--- src/rtl/simple_top_safety_pkg.sv ---
// Shared types and constants for the SIMPLE_TOP parity-error collector.
package simple_top_safety_pkg;

    localparam int unsigned DEFAULT_NUM_SRC = 4;

    localparam int unsigned SRC_WADDR = 0;
    localparam int unsigned SRC_WDATA = 1;
    localparam int unsigned SRC_RADDR = 2;
    localparam int unsigned SRC_RDATA = 3;

    typedef enum logic [1:0] {
        StIdle    = 2'd0,
        StPend    = 2'd1,
        StWaitClr = 2'd2
    } state_t;

endpackage

--- src/rtl/simple_top_rail_chk.sv ---
// Dual-rail complementarity check for one source: two consecutive mismatch cycles latch a fault
// that only reset clears.
module simple_top_rail_chk (
    input  logic ACLK,
    input  logic RESET_ACLK,
    input  logic err,
    input  logic errb,
    output logic fault
);

    logic mism;
    logic mism_q;
    logic fault_q;

    assign mism = (err == errb);

    always_ff @(posedge ACLK or posedge RESET_ACLK) begin
        if (RESET_ACLK) begin
            mism_q  <= 1'b0;
            fault_q <= 1'b0;
        end else begin
            mism_q <= mism;
            if (mism && mism_q) begin
                fault_q <= 1'b1;
            end
        end
    end

    assign fault = fault_q;

endmodule

--- src/rtl/simple_top_err_collector.sv ---
// Collects dual-rail parity errors: edge-detected events, sticky status, saturating counter,
// interrupt with ack/clear handshake and a fatal rail-fault flag.
module simple_top_err_collector
    import simple_top_safety_pkg::*;
#(
    parameter int unsigned NUM_SRC = DEFAULT_NUM_SRC,
    parameter int unsigned CNT_W   = 8
) (
    input  logic               ACLK,
    input  logic               RESET_ACLK,
    input  logic [NUM_SRC-1:0] ERR_IN,
    input  logic [NUM_SRC-1:0] ERR_IN_B,
    input  logic [NUM_SRC-1:0] EN_SRC,
    input  logic               CLR_VALID,
    input  logic [NUM_SRC-1:0] CLR_MASK,
    input  logic               CLR_CNT,
    output logic               CLR_READY,
    output logic               IRQ,
    input  logic               IRQ_ACK,
    output logic [NUM_SRC-1:0] ERR_STICKY,
    output logic [CNT_W-1:0]   ERR_CNT,
    output logic [NUM_SRC-1:0] RAIL_FAULT,
    output logic               FATAL
);

    localparam logic [CNT_W-1:0] CNT_MAX = '1;

    logic [NUM_SRC-1:0] err_q;
    logic [NUM_SRC-1:0] errb_q;
    logic [NUM_SRC-1:0] err_d;
    logic [NUM_SRC-1:0] ev;
    logic               any_ev;
    logic               clr_acc;
    logic [NUM_SRC-1:0] sticky_q;
    logic [NUM_SRC-1:0] sticky_nxt;
    logic [CNT_W-1:0]   cnt_q;
    logic [CNT_W-1:0]   cnt_nxt;
    state_t             state_q;

    assign ev      = err_q & ~err_d & EN_SRC;
    assign any_ev  = |ev;
    assign clr_acc = CLR_VALID & CLR_READY;

    // A new event wins over a clear of the same bit.
    always_comb begin
        sticky_nxt = sticky_q;
        if (clr_acc) begin
            sticky_nxt = sticky_q & ~CLR_MASK;
        end
        sticky_nxt = sticky_nxt | ev;
    end

    // Counter clear racing an event leaves exactly that one event counted.
    always_comb begin
        cnt_nxt = cnt_q;
        if (clr_acc && CLR_CNT) begin
            cnt_nxt = any_ev ? CNT_W'(1) : '0;
        end else if (any_ev && (cnt_q != CNT_MAX)) begin
            cnt_nxt = cnt_q + CNT_W'(1);
        end
    end

    always_ff @(posedge ACLK or posedge RESET_ACLK) begin
        if (RESET_ACLK) begin
            err_q    <= '0;
            errb_q   <= '0;
            err_d    <= '0;
            sticky_q <= '0;
            cnt_q    <= '0;
        end else begin
            err_q    <= ERR_IN;
            errb_q   <= ERR_IN_B;
            err_d    <= err_q;
            sticky_q <= sticky_nxt;
            cnt_q    <= cnt_nxt;
        end
    end

    always_ff @(posedge ACLK or posedge RESET_ACLK) begin
        if (RESET_ACLK) begin
            state_q <= StIdle;
        end else begin
            case (state_q)
                StIdle: begin
                    if (|sticky_q) state_q <= StPend;
                end
                StPend: begin
                    if (IRQ_ACK) state_q <= StWaitClr;
                end
                StWaitClr: begin
                    if (any_ev) begin
                        state_q <= StPend;
                    end else if (sticky_q == '0) begin
                        state_q <= StIdle;
                    end
                end
                default: state_q <= StIdle;
            endcase
        end
    end

    for (genvar i = 0; i < NUM_SRC; i++) begin : g_rail
        simple_top_rail_chk u_rail_chk (
            .ACLK       (ACLK),
            .RESET_ACLK (RESET_ACLK),
            .err        (err_q[i]),
            .errb       (errb_q[i]),
            .fault      (RAIL_FAULT[i])
        );
    end

    assign IRQ        = (state_q == StPend);
    assign CLR_READY  = (state_q != StPend);
    assign ERR_STICKY = sticky_q;
    assign ERR_CNT    = cnt_q;
    assign FATAL      = |RAIL_FAULT;

endmodule
--- config.mk ---
export PLATFORM = sky130hd
export DESIGN_NAME = simple_top_err_collector
export DESIGN_NICKNAME = d
export VERILOG_FILES = /design/src/rtl/simple_top_safety_pkg.sv /design/src/rtl/simple_top_rail_chk.sv /design/src/rtl/simple_top_err_collector.sv
export SDC_FILE = /design/constraint.sdc
export NUM_CORES = 1
export LEC_CHECK = 0
export CORE_MARGIN = 2
export CORE_UTILIZATION = 52
export CTS_BUF_LIST = sky130_fd_sc_hd__clkbuf_2
export DETAILED_ROUTE_END_ITERATION = 7
export PLACE_DENSITY = 0.86
export RECOVER_POWER = 25
export SLEW_MARGIN = 0
export SYNTH_ARGS = -nofsm -noshare
export SYNTH_HDL_FRONTEND = slang
export SYNTH_SLANG_ARGS = --single-unit
--- constraint.sdc ---
create_clock -name ACLK -period 2.25 [get_ports ACLK]
set_input_delay 0.45 -clock ACLK [delete_from_list [all_inputs] [get_ports ACLK]]
set_output_delay 0.45 -clock ACLK [all_outputs]
set_load 0.05 [all_outputs]
==> results.txt <==
----------------------------------------------------
[Logic synthesis]
  Commonest cells in the netlist ... dfrtp_1 (34), nand2_1 (11), a21o_1 (7)
  FF+latch count, synth ... 34
  Most common cell in the synthesized netlist ... dfrtp_1
  Async set or reset register ratio after synthesis ... between 90% and 100%
  Post-synthesis instance total ... 112
  Library cell with the largest summed area after synthesis ... dfrtp_1
  Top_reg_cell synth ... dfrtp_1
  Total nets after synthesis ... ~130
  Distinct cell type count after synthesis ... 36
  Avg Synthesized Cell Area ... 12.72 µm²
  Post-synth design cell area ... roughly 0.0014 mm²
  Fraction of post-synthesis cell area in the top cell type by area ... between 50% and 60%
  Biggest area contributors in the synthesized netlist ... dfrtp_1 (60%), a21o_1 (3.7%), nand2_1 (2.9%), and3b_4 (2.6%), or4_1 (2.6%)
  Count of flip-flops with a built-in enable after synthesis ... 0
  Sequential area share after synthesis ... between 50% and 60%
  Total number of yosys warnings ... 0

[GRT]
  Vias in the first global route ... ~1,000
  Total GRT Usage ... between 10% and 20%
  Pin count of the biggest net entering global routing ... 35
  Antenna violations before repair ... 0
  Global-route wire length before repair ... between 4000 and 5000 µm
  Global-route congestion overflow total ... 0

[Timing]
  Highest attainable clock frequency ... 465.5 MHz
  Final Critical Period ... about 2.1 ns
  Total negative setup slack ... 0 ns
  Final Hold Violating Endpoints ... 0
  Skew final ... between 0.006 and 0.007 ns
  Final setup violation count ... 0
  RSZ-0062 raised after global routing ... false
  Worst slew pin tran ... ~0.8 ns
  Slew Limit Headroom ... 46.86%
  Final Max Slew Viols ... 0
  Post-layout worst setup margin ... 0.1017 ns
  Ratio of final minimum period to clock period ... a little over nine tenths
  Worst-case hold slack ... 0.4557 ns

[CTS]
  TritonCTS clock tree ... yes
  Number of H-tree levels ... 2
  Root Buffer Master ... clkbuf_2
  Hold-fix buffers at CTS ... 0
  TritonCTS sink count ... 34
  Worst skew pair latency ... between 0.3 and 0.4 ns
  Clock buffer depth ... 2
  Clk slew on worst S/H paths ... roughly 0.19 ns
  Number of clock buffers inserted by TritonCTS ... 5

[Routing]
  Via Count ... 1,038
  Remaining DRCs ... 0
  Routed wire length ... 2813 µm
  Remaining antenna violation count after routing ... 0
  Iteration count of the initial detailed-routing pass ... 4
  Vias per cell ... about 5.6
  Average routed wire per standard cell ... 15.21 µm
  Number of violations reported at the end of detailed-routing iteration 0 ... 19

[Critical path]
  WP data arrival ... approximately 1.7 ns
  Crit path max-delay family ... buffers and inverters
  Critical path peak fanout ... 7
  Standard cell with the maximum stage delay on the critical path ... clkdlybuf4s50_1
  Delay of the slowest cell on the worst path ... about 0.84 ns
  CP Class ... reg -> out
  CP startpoint kind ... flip-flop
  CP bufs+invs ... 1
  Timing startpoint of the critical path ... ERR_CNT[2]
  Crit Reg-Reg Startpoint ... ERR_CNT[0]
  CP Cell Sequence ... clkdlybuf4s50_1
  Capturing element type of the critical path ... output port
  Required time of the critical path ... between 1.5 and 2 ns

[Die]
  Core Rows ... 18
  Core box area ... between 0.002 and 0.003 mm²
  Starting Density ... between 50% and 60%
  Horizontal die dimension ... ~56 µm
  Die H ... about 56 µm
  Floorplan die area ... ~0.0032 mm²
  Io pins ... 40

[Min path]
  Hold/Removal Path Class ... reg -> reg
  Hold_sp ... err_q[1]

[Run status]
  Run status ... complete, no violations

[Cells and area]
  Antenna Cells ... 0
  Filler-free cell count of the finished design ... ~190
  Number of nets in the final layout ... around 180
  Signed area change from the synthesized netlist to the final layout ... 32.48%
  Fraction of final layout cells with drive strength greater than 1 ... approximately 14%
  Filler cell count in the final layout ... between 150 and 200

[Pwr]
  Pwr dens ... around 1000 mW/mm²
  VDD IR-drop max ... 1.002 mV
  Leakage power ... approximately 0.81 nW
  Overall power consumption ... just under 2 mW

[Placement]
  Placer congestion estimate ... between 0.7 and 0.8
  Cell count after placement ... ~180
  Post-detail-place hpwl ... approximately 2100 µm
  Input/output buffers ... 39
  Dpl ws ... between 0.1 and 0.15 ns

[Run]
  Number of maximum-capacitance violations ... 0

----------------------------------------------------
[what timing repair did]
| action | in CTS | in global routing |
|---|---|---|
| setup buffers | 0 | 0 |
| gates resized for setup | 1 | 1 |
| pin swaps | 0 | 0 |
| endpoints found under the setup margin | 1 | 1 |
[cell usage in the layout (no fill, tap or decap), drive strengths merged, types with 2 or more instances in the layout]
cell type,netlist,layout
inv,3,3
o211ai,3,3
nor2,2,2
clkdlybuf4s50,0,27
nand3,4,4
nand2,11,11
clkinvlp,0,2
or4,6,6
nand4,2,2
o311ai,2,2
dfrtp,34,34
nor4,2,2
a21oi,3,3
o31ai,2,2
buf,6,2
and3b,4,4
and3,4,4
nand2b,2,2
a21o,8,8
dlygate4sd3,0,9
clkbuf,0,6
xnor2,4,4
[kinds of logic after synthesis]
| group | synth area share, % |
|---|---|
| flip-flops | 59.70 |
| AO/OA/AOI/OAI | 11.76 |
| AND/OR/NAND/NOR | 20.46 |
| multiplexers | 0.7024 |
| XOR/XNOR | 2.458 |
| buffers and inverters | 4.038 |
| adder cells (fa/ha/maj) | 0.8778 |
[per-layer routing]
layer  up-vias  track usage [%]  routed length (µm)
li1        491                -                   -
met5         -                0                   0
met2        33            31.76                1396
met4         0            10.20                  56
met1       507            24.27                1223
met3         7            5.300                 137
[cell type report]
class,count,area (µm²),area share [%]
Inverter,3,11.26,0.5964
Sequential cell,34,850.8,45.06
Clock inverter,3,45.04,2.386
Timing Repair Buffer,41,401.6,21.27
Clock buffer,5,25.02,1.325
Tap cell,30,37.54,1.988
Multi-Input combinational cell,69,516.7,27.37
[worst paths after layout]
kind	slack (ns)	endpoint	cells past startpoint
max reg2reg	0.54	ERR_CNT[4]	5
min	0.46	err_d[1]	0
min reg2reg	0.46	err_d[1]	0
max in group asynchronous	1.04	ERR_STICKY[0]	3
min in group asynchronous	0.72	ERR_CNT[2]	3
max	0.10	ERR_CNT[2]	1
[where the power goes]
group | total (mW) | leakage, nW | internal [mW] | switching (mW)
logic | 0.730 | 0.375 | 0.274 | 0.455
registers | 0.805 | 0.400 | 0.705 | 0.100
clock network | 0.407 | 0.0352 | 0.187 | 0.220
[state kept, by name (all words and copies together), names as in the netlist]
register                  cells
ERR_CNT                       8
ERR_STICKY                    4
err_d                         4
err_q                         4
errb_q                        4
g_rail.u_rail_chk.fault       4
g_rail.u_rail_chk.mism_q      4
state_q                       2
[through the flow]
stage	cell area (µm²)	util, %
CTS	1888	74.19
global placement	1819	71.48
detailed placement	1819	71.48
floorplan	1425	-
global route	1888	74.19
finish	1888	74.19
Note: power is estimated with default switching activity, not from simulation.
